===== src/rtl/mem_arbiter_pkg.sv =====
// Shared types for the unified-memory arbiter: FSM states and transaction owner.
package mem_arb_pkg;

   typedef enum logic [1:0] {
      IDLE,
      ISSUE,
      WAIT,
      RESP
   } arb_state_t;

   typedef enum logic {
      OWN_IF,
      OWN_DM
   } owner_t;

endpackage


===== src/rtl/mem_arbiter_if.sv =====
// Pipeline-side request ports plus the single memory port seen by the arbiter.
interface mem_arbiter_if #(
   parameter int ADDR_WIDTH = 32,
   parameter int DATA_WIDTH = 32
);
   logic                  if_req_i;
   logic [ADDR_WIDTH-1:0] if_addr_i;
   logic [DATA_WIDTH-1:0] if_rdata_o;
   logic                  if_ack_o;
   logic                  stall_if_o;
   logic                  dm_req_i;
   logic                  dm_we_i;
   logic [ADDR_WIDTH-1:0] dm_addr_i;
   logic [DATA_WIDTH-1:0] dm_wdata_i;
   logic [DATA_WIDTH-1:0] dm_rdata_o;
   logic                  dm_ack_o;
   logic                  stall_dm_o;
   logic                  mem_en_o;
   logic                  mem_we_o;
   logic [ADDR_WIDTH-1:0] mem_addr_o;
   logic [DATA_WIDTH-1:0] mem_wdata_o;
   logic [DATA_WIDTH-1:0] mem_rdata_i;

   // Arbiter view.
   modport slave (
      input  if_req_i, if_addr_i, dm_req_i, dm_we_i, dm_addr_i, dm_wdata_i, mem_rdata_i,
      output if_rdata_o, if_ack_o, stall_if_o, dm_rdata_o, dm_ack_o, stall_dm_o,
             mem_en_o, mem_we_o, mem_addr_o, mem_wdata_o
   );

   // Pipeline plus memory view.
   modport master (
      output if_req_i, if_addr_i, dm_req_i, dm_we_i, dm_addr_i, dm_wdata_i, mem_rdata_i,
      input  if_rdata_o, if_ack_o, stall_if_o, dm_rdata_o, dm_ack_o, stall_dm_o,
             mem_en_o, mem_we_o, mem_addr_o, mem_wdata_o
   );

endinterface


===== src/rtl/mem_arbiter.sv =====
// Shares one single-ported memory between instruction fetch and the data port.
// DM has fixed priority; a streak counter forces an IF grant after STARVE_LIMIT DM wins.
module mem_arbiter
   import mem_arb_pkg::*;
#(
   parameter int ADDR_WIDTH   = 32,
   parameter int DATA_WIDTH   = 32,
   parameter int MEM_LATENCY  = 2,
   parameter int STARVE_LIMIT = 4
) (
   input  logic         clk_i,
   input  logic         rst_i,
   mem_arbiter_if.slave bus,
   output arb_state_t   dbgState
);

   // Handshake: a requester holds req and its payload until its one-cycle ack; the req
   // level seen in the ack cycle belongs to the finished transaction, not a new one.

   localparam int CNT_W    = (MEM_LATENCY > 1) ? $clog2(MEM_LATENCY) : 1;
   localparam int STREAK_W = $clog2(STARVE_LIMIT + 1);
   localparam logic [CNT_W-1:0]    CNT_LOAD   = CNT_W'(MEM_LATENCY - 1);
   localparam logic [STREAK_W-1:0] STREAK_MAX = STREAK_W'(STARVE_LIMIT);

   arb_state_t            state, nextState;
   owner_t                owner;
   logic [CNT_W-1:0]      cnt;
   logic [STREAK_W-1:0]   streak;
   logic [ADDR_WIDTH-1:0] addrReg;
   logic [DATA_WIDTH-1:0] wdataReg;
   logic [DATA_WIDTH-1:0] ifRdataReg;
   logic [DATA_WIDTH-1:0] dmRdataReg;
   logic                  weReg;
   logic                  anyReq;
   logic                  pickDm;
   logic                  ifAck;
   logic                  dmAck;

   always_comb begin
      anyReq    = bus.if_req_i | bus.dm_req_i;
      pickDm    = bus.dm_req_i & ~(bus.if_req_i & (streak == STREAK_MAX));
      nextState = state;
      case (state)
         IDLE:    if (anyReq) nextState = ISSUE;
         ISSUE:   nextState = WAIT;
         WAIT:    if (cnt == '0) nextState = RESP;
         RESP:    nextState = IDLE;
         default: nextState = IDLE;
      endcase
   end

   always_ff @(posedge clk_i) begin
      if (!rst_i) state <= IDLE;
      else        state <= nextState;
   end

   always_ff @(posedge clk_i) begin
      if (!rst_i) begin
         owner      <= OWN_IF;
         cnt        <= '0;
         streak     <= '0;
         addrReg    <= '0;
         wdataReg   <= '0;
         weReg      <= 1'b0;
         ifRdataReg <= '0;
         dmRdataReg <= '0;
      end else begin
         case (state)
            IDLE: begin
               if (anyReq) begin
                  owner    <= pickDm ? OWN_DM : OWN_IF;
                  addrReg  <= pickDm ? bus.dm_addr_i : bus.if_addr_i;
                  wdataReg <= pickDm ? bus.dm_wdata_i : '0;
                  weReg    <= pickDm & bus.dm_we_i;
                  // Streak only grows while IF is actually being held off.
                  if (pickDm && bus.if_req_i)
                     streak <= (streak == STREAK_MAX) ? streak : streak + 1'b1;
                  else
                     streak <= '0;
               end
            end
            ISSUE: cnt <= CNT_LOAD;
            WAIT: begin
               if (cnt != '0) begin
                  cnt <= cnt - 1'b1;
               end else if (!weReg) begin
                  if (owner == OWN_DM) dmRdataReg <= bus.mem_rdata_i;
                  else                 ifRdataReg <= bus.mem_rdata_i;
               end
            end
            RESP: ;
            default: ;
         endcase
      end
   end

   assign ifAck = (state == RESP) && (owner == OWN_IF);
   assign dmAck = (state == RESP) && (owner == OWN_DM);

   assign bus.if_ack_o    = ifAck;
   assign bus.dm_ack_o    = dmAck;
   assign bus.if_rdata_o  = ifRdataReg;
   assign bus.dm_rdata_o  = dmRdataReg;
   assign bus.stall_if_o  = bus.if_req_i & ~ifAck;
   assign bus.stall_dm_o  = bus.dm_req_i & ~dmAck;
   assign bus.mem_en_o    = (state == ISSUE);
   assign bus.mem_we_o    = (state == ISSUE) & weReg;
   assign bus.mem_addr_o  = addrReg;
   assign bus.mem_wdata_o = wdataReg;
   assign dbgState        = state;

endmodule

===== src/flat_wrapper.sv =====
// flat-port wrapper written by rule: the top's interface ports become plain ports
module mem_arbiter_flat import mem_arb_pkg::*;
#(
   parameter int ADDR_WIDTH   = 32,
   parameter int DATA_WIDTH   = 32,
   parameter int MEM_LATENCY  = 2,
   parameter int STARVE_LIMIT = 4
)
  (clk_i, rst_i, dbgState, bus_if_req_i, bus_if_addr_i, bus_dm_req_i, bus_dm_we_i, bus_dm_addr_i, bus_dm_wdata_i, bus_mem_rdata_i, bus_if_rdata_o, bus_if_ack_o, bus_stall_if_o, bus_dm_rdata_o, bus_dm_ack_o, bus_stall_dm_o, bus_mem_en_o, bus_mem_we_o, bus_mem_addr_o, bus_mem_wdata_o);
  mem_arbiter_if #(.ADDR_WIDTH(ADDR_WIDTH), .DATA_WIDTH(DATA_WIDTH)) bus_i ();
  input  logic clk_i;
  input  logic rst_i;
  output arb_state_t dbgState;
  input wire logic [$bits(bus_i.if_req_i)-1:0] bus_if_req_i;
  input wire logic [$bits(bus_i.if_addr_i)-1:0] bus_if_addr_i;
  input wire logic [$bits(bus_i.dm_req_i)-1:0] bus_dm_req_i;
  input wire logic [$bits(bus_i.dm_we_i)-1:0] bus_dm_we_i;
  input wire logic [$bits(bus_i.dm_addr_i)-1:0] bus_dm_addr_i;
  input wire logic [$bits(bus_i.dm_wdata_i)-1:0] bus_dm_wdata_i;
  input wire logic [$bits(bus_i.mem_rdata_i)-1:0] bus_mem_rdata_i;
  output wire logic [$bits(bus_i.if_rdata_o)-1:0] bus_if_rdata_o;
  output wire logic [$bits(bus_i.if_ack_o)-1:0] bus_if_ack_o;
  output wire logic [$bits(bus_i.stall_if_o)-1:0] bus_stall_if_o;
  output wire logic [$bits(bus_i.dm_rdata_o)-1:0] bus_dm_rdata_o;
  output wire logic [$bits(bus_i.dm_ack_o)-1:0] bus_dm_ack_o;
  output wire logic [$bits(bus_i.stall_dm_o)-1:0] bus_stall_dm_o;
  output wire logic [$bits(bus_i.mem_en_o)-1:0] bus_mem_en_o;
  output wire logic [$bits(bus_i.mem_we_o)-1:0] bus_mem_we_o;
  output wire logic [$bits(bus_i.mem_addr_o)-1:0] bus_mem_addr_o;
  output wire logic [$bits(bus_i.mem_wdata_o)-1:0] bus_mem_wdata_o;
  assign bus_i.if_req_i = bus_if_req_i;
  assign bus_i.if_addr_i = bus_if_addr_i;
  assign bus_i.dm_req_i = bus_dm_req_i;
  assign bus_i.dm_we_i = bus_dm_we_i;
  assign bus_i.dm_addr_i = bus_dm_addr_i;
  assign bus_i.dm_wdata_i = bus_dm_wdata_i;
  assign bus_i.mem_rdata_i = bus_mem_rdata_i;
  assign bus_if_rdata_o = bus_i.if_rdata_o;
  assign bus_if_ack_o = bus_i.if_ack_o;
  assign bus_stall_if_o = bus_i.stall_if_o;
  assign bus_dm_rdata_o = bus_i.dm_rdata_o;
  assign bus_dm_ack_o = bus_i.dm_ack_o;
  assign bus_stall_dm_o = bus_i.stall_dm_o;
  assign bus_mem_en_o = bus_i.mem_en_o;
  assign bus_mem_we_o = bus_i.mem_we_o;
  assign bus_mem_addr_o = bus_i.mem_addr_o;
  assign bus_mem_wdata_o = bus_i.mem_wdata_o;
  mem_arbiter #(.ADDR_WIDTH(ADDR_WIDTH), .DATA_WIDTH(DATA_WIDTH), .MEM_LATENCY(MEM_LATENCY), .STARVE_LIMIT(STARVE_LIMIT)) u_core (.clk_i(clk_i), .rst_i(rst_i), .bus(bus_i), .dbgState(dbgState));
endmodule

===== config.mk =====
export PLATFORM = sky130hd
export DESIGN_NAME = mem_arbiter_flat
export DESIGN_NICKNAME = d
export VERILOG_FILES = /design/src/rtl/mem_arbiter_pkg.sv /design/src/rtl/mem_arbiter_if.sv /design/src/rtl/mem_arbiter.sv /design/src/flat_wrapper.sv
export SDC_FILE = /design/constraint.sdc
export NUM_CORES = 1
export LEC_CHECK = 0
export CORE_MARGIN = 2
export CORE_UTILIZATION = 42
export CTS_CLUSTER_DIAMETER = 150
export DETAILED_ROUTE_END_ITERATION = 8
export PLACE_DENSITY = 0.85
export SKIP_LAST_GASP = 1
export SLEW_MARGIN = 10
export SYNTH_ARGS = -nofsm -noshare
export SYNTH_HDL_FRONTEND = slang
export SYNTH_SLANG_ARGS = --single-unit

===== constraint.sdc =====
create_clock -name clk_i -period 5.05 [get_ports clk_i]
set_input_delay 1.01 -clock clk_i [delete_from_list [all_inputs] [get_ports clk_i]]
set_output_delay 1.01 -clock clk_i [all_outputs]
set_load 0.03 [all_outputs]

# Yosys cells after proc, flatten, opt, wreduce, memory -nomap -nowiden

Cells that the tools add are included.
W data, S select, Z words.

Shift-type cells: 0
Reductions and logical operators: 10
Bitwise logic cells: 13
Muxes and demuxes: 10
Multipliers: 0
$lt $le $gt $ge: 0
Divide/modulo/power cells: 0
Add/subtract/negate cells: 2
Equal/unequal tests: 7

Operators with widths:

| kind                  | count |
|---|---|
| $mux W32              | 2 |
| $pmux W2 S4           | 1 |
| $reduce_and A4 Y1     | 2 |
| $and A1 B1 Y1         | 6 |
| $mux W3               | 2 |
| $not A1 Y1            | 6 |
| $eq A2 B2 Y1 const B  | 2 |
| $mux W2               | 2 |
| $ne A2 B2 Y1 const B  | 2 |
| $reduce_and A2 Y1     | 2 |
| $add A3 B1 Y3 const B | 1 |
| $eq A3 B3 Y1 const B  | 1 |
| $logic_and A1 B1 Y1   | 3 |
| $reduce_and A3 Y1     | 1 |
| $eq A2 B1 Y1 const B  | 1 |
| $logic_not A2 Y1      | 1 |
| $mux W1               | 2 |
| $ne A2 B1 Y1 const B  | 1 |
| $pmux W1 S2           | 1 |
| $reduce_bool A2 Y1    | 1 |
| $or A1 B1 Y1          | 1 |
| $sub A1 B1 Y1 const B | 1 |

Logic and storage cells: 51
Bits in read-only memories: 0
Memories: 0
Register bits after elaboration: 136
Bits in latches: 0
Bits in writable memories: 0

# Longest topological paths before layout

Gate-level depths: netlist (run 1).

Word-level depth: 7
Mapped depth: 7

# Worst setup path before layout (run 1)

No wires, ideal clock.

Path type: in2out
Start: in bus_dm_req_i
End: out bus_stall_dm_o
Path buffers: 1
Stages: 3
Slack: 2.333 ns
Arrival time: 1.707 ns
Cell sequence: inv_1 > clkbuf_1 > nor2_1

Longest elaborated chain between the ends: 1

RTL lines:

| element            | line               | source |
|---|---|---|
| start: declaration | flat_wrapper.sv:16 | `input wire logic [$bits(bus_i.dm_req_i)-1:0] bus_dm_req_i;` |
| $and A1 B1 Y1      | mem_arbiter.sv:105 | `assign bus.stall_dm_o = bus.dm_req_i & ~dmAck;` |
| end: declaration   | flat_wrapper.sv:26 | `output wire logic [$bits(bus_i.stall_dm_o)-1:0] bus_stall_dm_o;` |

No other way between the ends.

# Worst setup path in the final report (run 1)

Ends and elaborated chain as after synthesis.

==> results of run 1 <==
[sequential cells by signal, summed over array words and instances (netlist names)]
register / count
u_core.streak: 3
u_core.owner: 1
u_core.bus.mem_wdata_o: 32
u_core.dbgState: 2
u_core.cnt: 1
u_core.bus.mem_addr_o: 32
u_core.bus.dm_rdata_o: 32
u_core.weReg: 1
u_core.bus.if_rdata_o: 32
[report_power, final]
part / total [mW] / switching (mW) / internal [mW]
Clock: 1.09 / 0.418 / 0.677
Sequential: 1.43 / 0.134 / 1.29
Combinational: 1.53 / 0.896 / 0.635
[cells by family after synthesis]
group / count (synthesis) / share of synthesized area
compound gates: 237 / 0.270
simple gates: 151 / 0.128
flops: 136 / 0.532
buf+inv: 58 / 0.0530
fa+ha+maj: 7 / 0.0171
[metal layers]
layer | track usage | wire length [µm] | vias to the layer above
met5 | 0 | 0 | -
met4 | 0.148 | 697 | 0
met3 | 0.0699 | 1190 | 60
met2 | 0.429 | 8620 | 266
met1 | 0.293 | 6730 | 2540
li1 | - | - | 2545
[worst max-delay path by stage]
stage / start / end / slack, ps / cells after the start
2_1_floorplan: bus_dm_req_i / bus_stall_dm_o / 2330 / 3
3_3_place_gp: bus_dm_req_i / bus_stall_dm_o / 1200 / 4
3_5_place_dp: bus_dm_req_i / bus_stall_dm_o / 1200 / 4
4_1_cts: bus_dm_req_i / bus_stall_dm_o / 1190 / 4
5_1_grt: bus_dm_req_i / bus_stall_dm_o / 1060 / 4
6_report: bus_dm_req_i / bus_stall_dm_o / 1140 / 4
[stage by stage]
step | util | power (mW) | std cells | setup WS, ps | hold slack (ps)
floorplan | - | 2.29 | 589 | 2330 | 467
global placement | 0.654 | 2.92 | 961 | 1200 | 442
detailed placement | 0.654 | 2.96 | 961 | 1200 | 446
CTS | 0.698 | 4.07 | 989 | 1190 | 453
global route | 0.698 | 4.22 | 989 | 1060 | 472
finish | 0.698 | 4.05 | 989 | 1140 | 452
[worst register-to-register path: cells and delay by family, from the launching register on]
| kind | cells | cell delay [ps] |
|---|---|---|
| AO/OA/AOI/OAI | 2 | 1100 |
| adder cells (fa/ha/maj) | 1 | 300 |
| flip-flops | 1 | 340 |
| AND/OR/NAND/NOR | 1 | 60 |
| buffers and inverters | 2 | 400 |
[cell usage after synthesis (2+ instances only)]
cell / count
buf_2: 13
clkbuf_1: 32
a31oi_1: 32
dfxtp_1: 136
a22o_2: 4
nor2b_1: 2
buf_1: 2
nor2_1: 3
a22o_1: 29
o21ai_0: 66
a21oi_1: 98
and2_1: 3
buf_6: 5
ha_1: 7
nand2_1: 130
nor3b_1: 2
inv_1: 5
[final cells by class]
class	count	area, µm²
clock buffers	24	502
clock inverters	4	20.0
fillers	919	3610
inverters	6	22.5
multi-input cells	395	2150
flip-flops and latches	136	2720
well taps	147	184
repair buffers	277	2750
==> impl_metrics.ini, run 1 <==
[status]
status = complete, no violations

[sta]
final.period_utilization = 0.774
slew_headroom = 0.165
clock_skew_ps = 7.30
max_freq_mhz = 256
worst_pin_slew_ps = 1250
drv_slew = 0
hold_violations = 0
fin_tns_setup_ps = 0
fin_crit_ps = 3910
setup_viol = 0
grt_setup_unrepaired = no

[clocking]
tritoncts = yes
cts_root_buf = clkbuf_16
cts_buffer_depth = 2
cts_sinks = 136
h-tree-depth = 4
cts_buffers = 17
clk_latency_ps = 420
clkTransAtPathRegs_ps = 50
ctsResizeCount = 0
post_cts_buffers = 0
ctsHoldBuffers = 0

[placement]
placed_area_um2 = 7830
gp_congestion = 0.836
hpwl_mm = 11.7
io_buffer_count = 268

[drt]
first_pass_iters = 5
viasPerCell = 5.47
drt-total-wl_mm = 17.2
drt_iter0_drc = 493
drc = 0
vias = 5411
antenna_left = 0
drt-wirelength-per-cell_um = 17.4

[finish]
nets = 973
antenna_cells = 0
final_cell_mix = clkdlybuf4s50_1, dfxtp_1, nand2_1
postLayoutCellArea_um2 = 8350
synthToLayoutAreaGrowth_pct = 63.2
drive_gt1_frac = 0.0570
mostFrequentLayoutCell = clkdlybuf4s50_1

[min_path]
hp-start = u_core.bus.if_rdata_o[17]$_SDFFE_PN0P_
min_path_cells = 2
whs_endpoint = u_core.bus.if_rdata_o[17]$_SDFFE_PN0P_
holdCritPathClass = flop to flop

[die]
placeableCoreArea_um2 = 12000
dieArea_um2 = 13100
rows = 40
die_x_um = 114
fp.dieH_um = 114
ios = 269
start_util = 0.428

[synth]
ys_ff_latch = 136
async_reset_ff_frac = 0
ys_top_cells_by_area = dfxtp_1, a21oi_1, nand2_1
synthCells = 589
syn-cell-area_um2 = 5120
synth_top_area_cell = dfxtp_1
synth-edff-count = 0
syn-num-nets = 729
seq_area_frac_synth = 0.532
yosys_most_used_dff = dfxtp_1
yosys_warnings = 0
ys_types = 37
avgSynthCellArea_um2 = 8.69
synth_top_cell_area_share = 0.532

[worst_setup_path]
end_kind = output port
rr_endpoint = u_core.bus.mem_wdata_o[1]$_SDFFE_PN0P_
criticalPathCategory = input pin to output port
critPathTopFamily = buffers and inverters
path_max_fanout = 34
ff2ff_setup_slack_ps = 2740
reg2reg_from = u_core.dbgState[0]$_SDFFE_PN0P_
reg2reg_depth = 6
crit_chain = clkdlybuf4s50_1 > inv_1 > nor2_1 > clkdlybuf4s50_1
arrival_ps = 2900
cp.required_ps = 4040
cp_common_cell = clkdlybuf4s50_1
start_kind = input pin
slowest_delay_ps = 730
cp_num_buf_inv = 3
critical_path.slowest_cell = inv_1

[grt]
antenna_found_initial = 0
grt_start_max_net_pins = 70
grt_pass1_vias = 5334
overflow = 0
gr-usage-all-layers = 0.256
grt_pass1_wl_mm = 26.3

[power]
leakage_nw = 2.97
powerDensity_nw_per_um2 = 485
ir_drop_v = 0.000285

[flow_run]
maxCapViolCount = 0
No activity file was read; power rests on OpenSTA's default activity.
==> inputs of run 2 (changes only) <==
CORE_UTILIZATION = 39   (was 42)
PLACE_DENSITY = 0.8   (was 0.85)
clock period = 4 ns   (was 5.05 ns; I/O delays follow)
==> run 2 against run 1 <==
Sequential share of layout area shrank 0.71 points; cell count up 3.0%; non-clock buffer count increased by 2; via count increased by 1.8%; core utilization fell by 2.7 points; critical path type unchanged; hold slack about the same; global-route usage shrank 1.0 points; count of clock-buffer cells in the layout is 4 lower; first-iteration DRC count grew 17%; clock skew increased by 3.2 ps; combinational power increased by 27%.
==> impl_metrics.ini, run 2 (synthesis results as in run 1) <==
[grt]
grt_pass1_vias = 5349
antenna_found_initial = 0
overflow = 0
grt_start_max_net_pins = 54
gr-usage-all-layers = 0.246
grt_pass1_wl_mm = 27.8

[drt]
first_pass_iters = 5
drc = 0
drt-wirelength-per-cell_um = 17.5
drt-total-wl_mm = 17.8
vias = 5509
viasPerCell = 5.41
drt_iter0_drc = 577
antenna_left = 0

[finish]
fillers = 1028
postLayoutCellArea_um2 = 8540
mostFrequentLayoutCell = clkdlybuf4s50_1
drive_gt1_frac = 0.0649
antenna_cells = 0
final_cell_mix = clkdlybuf4s50_1, dfxtp_1, nand2_1
fin_util = 0.671
nets = 975
layout.cells.non_filler = 1019
synthToLayoutAreaGrowth_pct = 66.9

[sta]
drv_slew = 0
worst_pin_slew_ps = 1220
fin_tns_setup_ps = 0
fin_crit_ps = 3150
hold_violations = 0
whs_ps = 452
clock_skew_ps = 10.5
grt_setup_unrepaired = no
slew_headroom = 0.187
layout_setup_ws_ps = 850
max_freq_mhz = 317
final.period_utilization = 0.788
setup_viol = 0

[worst_setup_path]
cp.required_ps = 3200
criticalPathCategory = input pin to output port
end_kind = output port
reg2reg_depth = 5
arrival_ps = 2350
path_max_fanout = 9
start_kind = input pin

[clocking]
cts_buffer_depth = 2
h-tree-depth = 4
clkTransAtPathRegs_ps = 60
ctsHoldBuffers = 0
cts_sinks = 136
tritoncts = yes
post_cts_buffers = 0
cts_root_buf = clkbuf_16
ctsResizeCount = 0
clk_latency_ps = 410
cts_buffers = 17

[die]
dieArea_um2 = 14100
fp.dieH_um = 119
rows = 41
placeableCoreArea_um2 = 12700
ios = 269
die_x_um = 119
start_util = 0.402

[placement]
dp.cells = 987
placed_area_um2 = 7860
gp_congestion = 0.859
hpwl_mm = 12.3
io_buffer_count = 268
dp_slack_ps = 809

[min_path]
min_path_cells = 2
holdCritPathClass = flop to flop

[status]
status = complete, no violations

[power]
ir_drop_v = 0.000288
p_total_mw = 5.49
powerDensity_nw_per_um2 = 643
leakage_nw = 3.04

[flow_run]
maxCapViolCount = 0
run 2: cell types whose count changed in the layout (fill, tap and decap cells not counted), sizes merged:
cell	previous run	this run
bufinv	0	5
clkbuf	24	20
buf	9	12
clkinvlp	0	3
clkdlybuf4s50	268	267
clkinv	4	3
run 2: power by group:
group / switching, mW / total (mW) / leakage, nW / internal, mW
clock: 0.585 / 1.74 / 0.314 / 1.15
sequential: 0.171 / 1.80 / 1.11 / 1.63
combinational: 1.14 / 1.95 / 1.61 / 0.810
run 2: layout make-up:
cell class,instances,area (µm²),share of cell area
clock inverter,11,195,0.0229
tap,172,215,0.0252
timing repair buffer,279,2770,0.324
multi-input combinational,395,2150,0.252
clock buffer,20,467,0.0546
sequential,136,2720,0.319
inverter,6,22.5,0.00264
run 2: final timing paths:
| check | startpoint | end | slack [ps] |
|---|---|---|---|
| worst max-delay path | bus_if_req_i | bus_stall_if_o | 850 |
| worst min-delay path | u_core.bus.dm_rdata_o[22]$_SDFFE_PN0P_ | u_core.bus.dm_rdata_o[22]$_SDFFE_PN0P_ | 450 |
| worst max register to register | u_core.dbgState[0]$_SDFFE_PN0P_ | u_core.bus.if_rdata_o[29]$_SDFFE_PN0P_ | 1710 |
| worst min register to register | u_core.bus.dm_rdata_o[22]$_SDFFE_PN0P_ | u_core.bus.dm_rdata_o[22]$_SDFFE_PN0P_ | 450 |
run 2: worst max-delay path: stages:
cell	delay, ps
clkdlybuf4s50_1	660
nor2b_1	180
clkdlybuf4s50_1	710
run 2: routing by layer:
metal	wire, µm	global-route usage	up-vias
met5	0	0	-
met4	745	0.125	0
li1	-	-	2560
met2	8720	0.413	313
met3	1440	0.0748	56
met1	6940	0.281	2580
==> inputs of run 3 (changes only) <==
CORE_UTILIZATION = 36   (was 39)
PLACE_DENSITY = 0.77   (was 0.8)
clock period = 2.7 ns   (was 4 ns; I/O delays follow)
==> run 3 against run 2 <==
Wire length fell by 5.9%; count of clock-buffer cells in the layout grew 4; cell count increased by 1.3%; sequential power is 47% higher; total power grew 41%; critical endpoint is now bus_dm_ack_o; design area down 0.31%; register-to-register slack got worse by 820 ps; largest power group unchanged; via count decreased by 5.0%; global-route usage decreased by 3.2 points; core utilization fell by 5.8 points; sequential share of layout area grew 0.098 points.
==> impl_metrics.ini, run 3 (synthesis results as in run 1) <==
[status]
status = complete, no violations

[finish]
synthToLayoutAreaGrowth_pct = 66.3
antenna_cells = 0
nets = 980
postLayoutCellArea_um2 = 8510
drive_gt1_frac = 0.0681
mostFrequentLayoutCell = clkdlybuf4s50_1
fin_util = 0.613
final_cell_mix = clkdlybuf4s50_1, dfxtp_1, nand2_1
fillers = 1222
layout.cells.non_filler = 1032

[grt]
grt_pass1_vias = 4805
gr-usage-all-layers = 0.214
grt_pass1_wl_mm = 25.2
antenna_found_initial = 0
overflow = 0
grt_start_max_net_pins = 70

[sta]
setup_viol = 0
layout_setup_ws_ps = 225
fin_crit_ps = 2470
final.period_utilization = 0.917
grt_setup_unrepaired = no
clock_skew_ps = 6.00
hold_violations = 0
max_freq_mhz = 404
fin_tns_setup_ps = 0
whs_ps = 451
slew_headroom = 0.636
drv_slew = 0
worst_pin_slew_ps = 545

[power]
ir_drop_v = 0.000437
leakage_nw = 3.03
powerDensity_nw_per_um2 = 908
p_total_mw = 7.73

[drt]
vias = 5234
wl_met1_mm = 6.82
viasPerCell = 5.07
drt_iter0_drc = 293
drc = 0
wl_met2_mm = 7.98
dr_wl_met3_mm = 1.46
maxUsedRoutingLayer = met4
drt-total-wl_mm = 16.8
first_pass_iters = 6
drt-wirelength-per-cell_um = 16.3
antenna_left = 0

[worst_setup_path]
cp_num_buf_inv = 1
end_kind = output port
slowest_delay_ps = 700
crit_chain = ha_1 > and2_1 > clkdlybuf4s50_1
arrival_ps = 1930
critical_path.slowest_cell = clkdlybuf4s50_1
criticalPathCategory = flop to output port
start_kind = flop
cp.required_ps = 2160
critPathTopFamily = buffers and inverters
path_max_fanout = 5

[placement]
dp.cells = 1001
hpwl_mm = 11.3
gp_congestion = 0.789
io_buffer_count = 268
placed_area_um2 = 7950
dp_slack_ps = 431

[die]
fp.dieH_um = 123
dieArea_um2 = 15200
die_x_um = 123
ios = 269
placeableCoreArea_um2 = 13900
rows = 43
start_util = 0.369

[clocking]
post_cts_buffers = 0
h-tree-depth = 4
tritoncts = yes
clk_latency_ps = 410
cts_sinks = 136
cts_buffer_depth = 2
cts_root_buf = clkbuf_16
ctsHoldBuffers = 0
clkTransAtPathRegs_ps = 60
cts_buffers = 17
ctsResizeCount = 0

[min_path]
holdCritPathClass = flop to flop

[flow_run]
maxCapViolCount = 0
run 3: path summary, 6_finish.rpt:
path,from,to,slack (ps),depth (start not counted)
setup / recovery,u_core.dbgState[1]$_SDFFE_PN0P_,bus_dm_ack_o,230,3
hold / removal,u_core.bus.dm_rdata_o[3]$_SDFFE_PN0P_,u_core.bus.dm_rdata_o[3]$_SDFFE_PN0P_,450,2
setup reg to reg,u_core.dbgState[0]$_SDFFE_PN0P_,u_core.bus.dm_rdata_o[29]$_SDFFE_PN0P_,890,6
hold reg to reg,u_core.bus.dm_rdata_o[3]$_SDFFE_PN0P_,u_core.bus.dm_rdata_o[3]$_SDFFE_PN0P_,450,2
run 3: per-layer routing:
layer | GRT usage | vias to the layer above
met3 | 0.0581 | 43
met2 | 0.340 | 261
met4 | 0.103 | 0
met1 | 0.267 | 2368
met5 | 0 | -
li1 | - | 2562
run 3: area by class of cell:
cell class	instances	area (µm²)	area share
Clock buffer	24	492	0.0578
Multi-Input combinational cell	395	2150	0.252
Sequential cell	136	2720	0.320
Timing Repair Buffer	284	2840	0.333
Inverter	6	22.5	0.00265
Tap cell	180	225	0.0265
Clock inverter	7	68.8	0.00808
run 3: report_power, final:
| part | leakage, nW | internal [mW] | switching, mW |
|---|---|---|---|
| logic | 1.64 | 1.22 | 1.67 |
| registers | 1.11 | 2.41 | 0.235 |
| clock network | 0.272 | 1.36 | 0.833 |
run 3: worst register-to-register path: cells and delay by family (launching register included):
family	cells	cell delay (ps)
AO/OA/AOI/OAI	1	130
adder cells (fa/ha/maj)	1	300
buffers and inverters	2	370
AND/OR/NAND/NOR	2	610
flip-flops	1	340
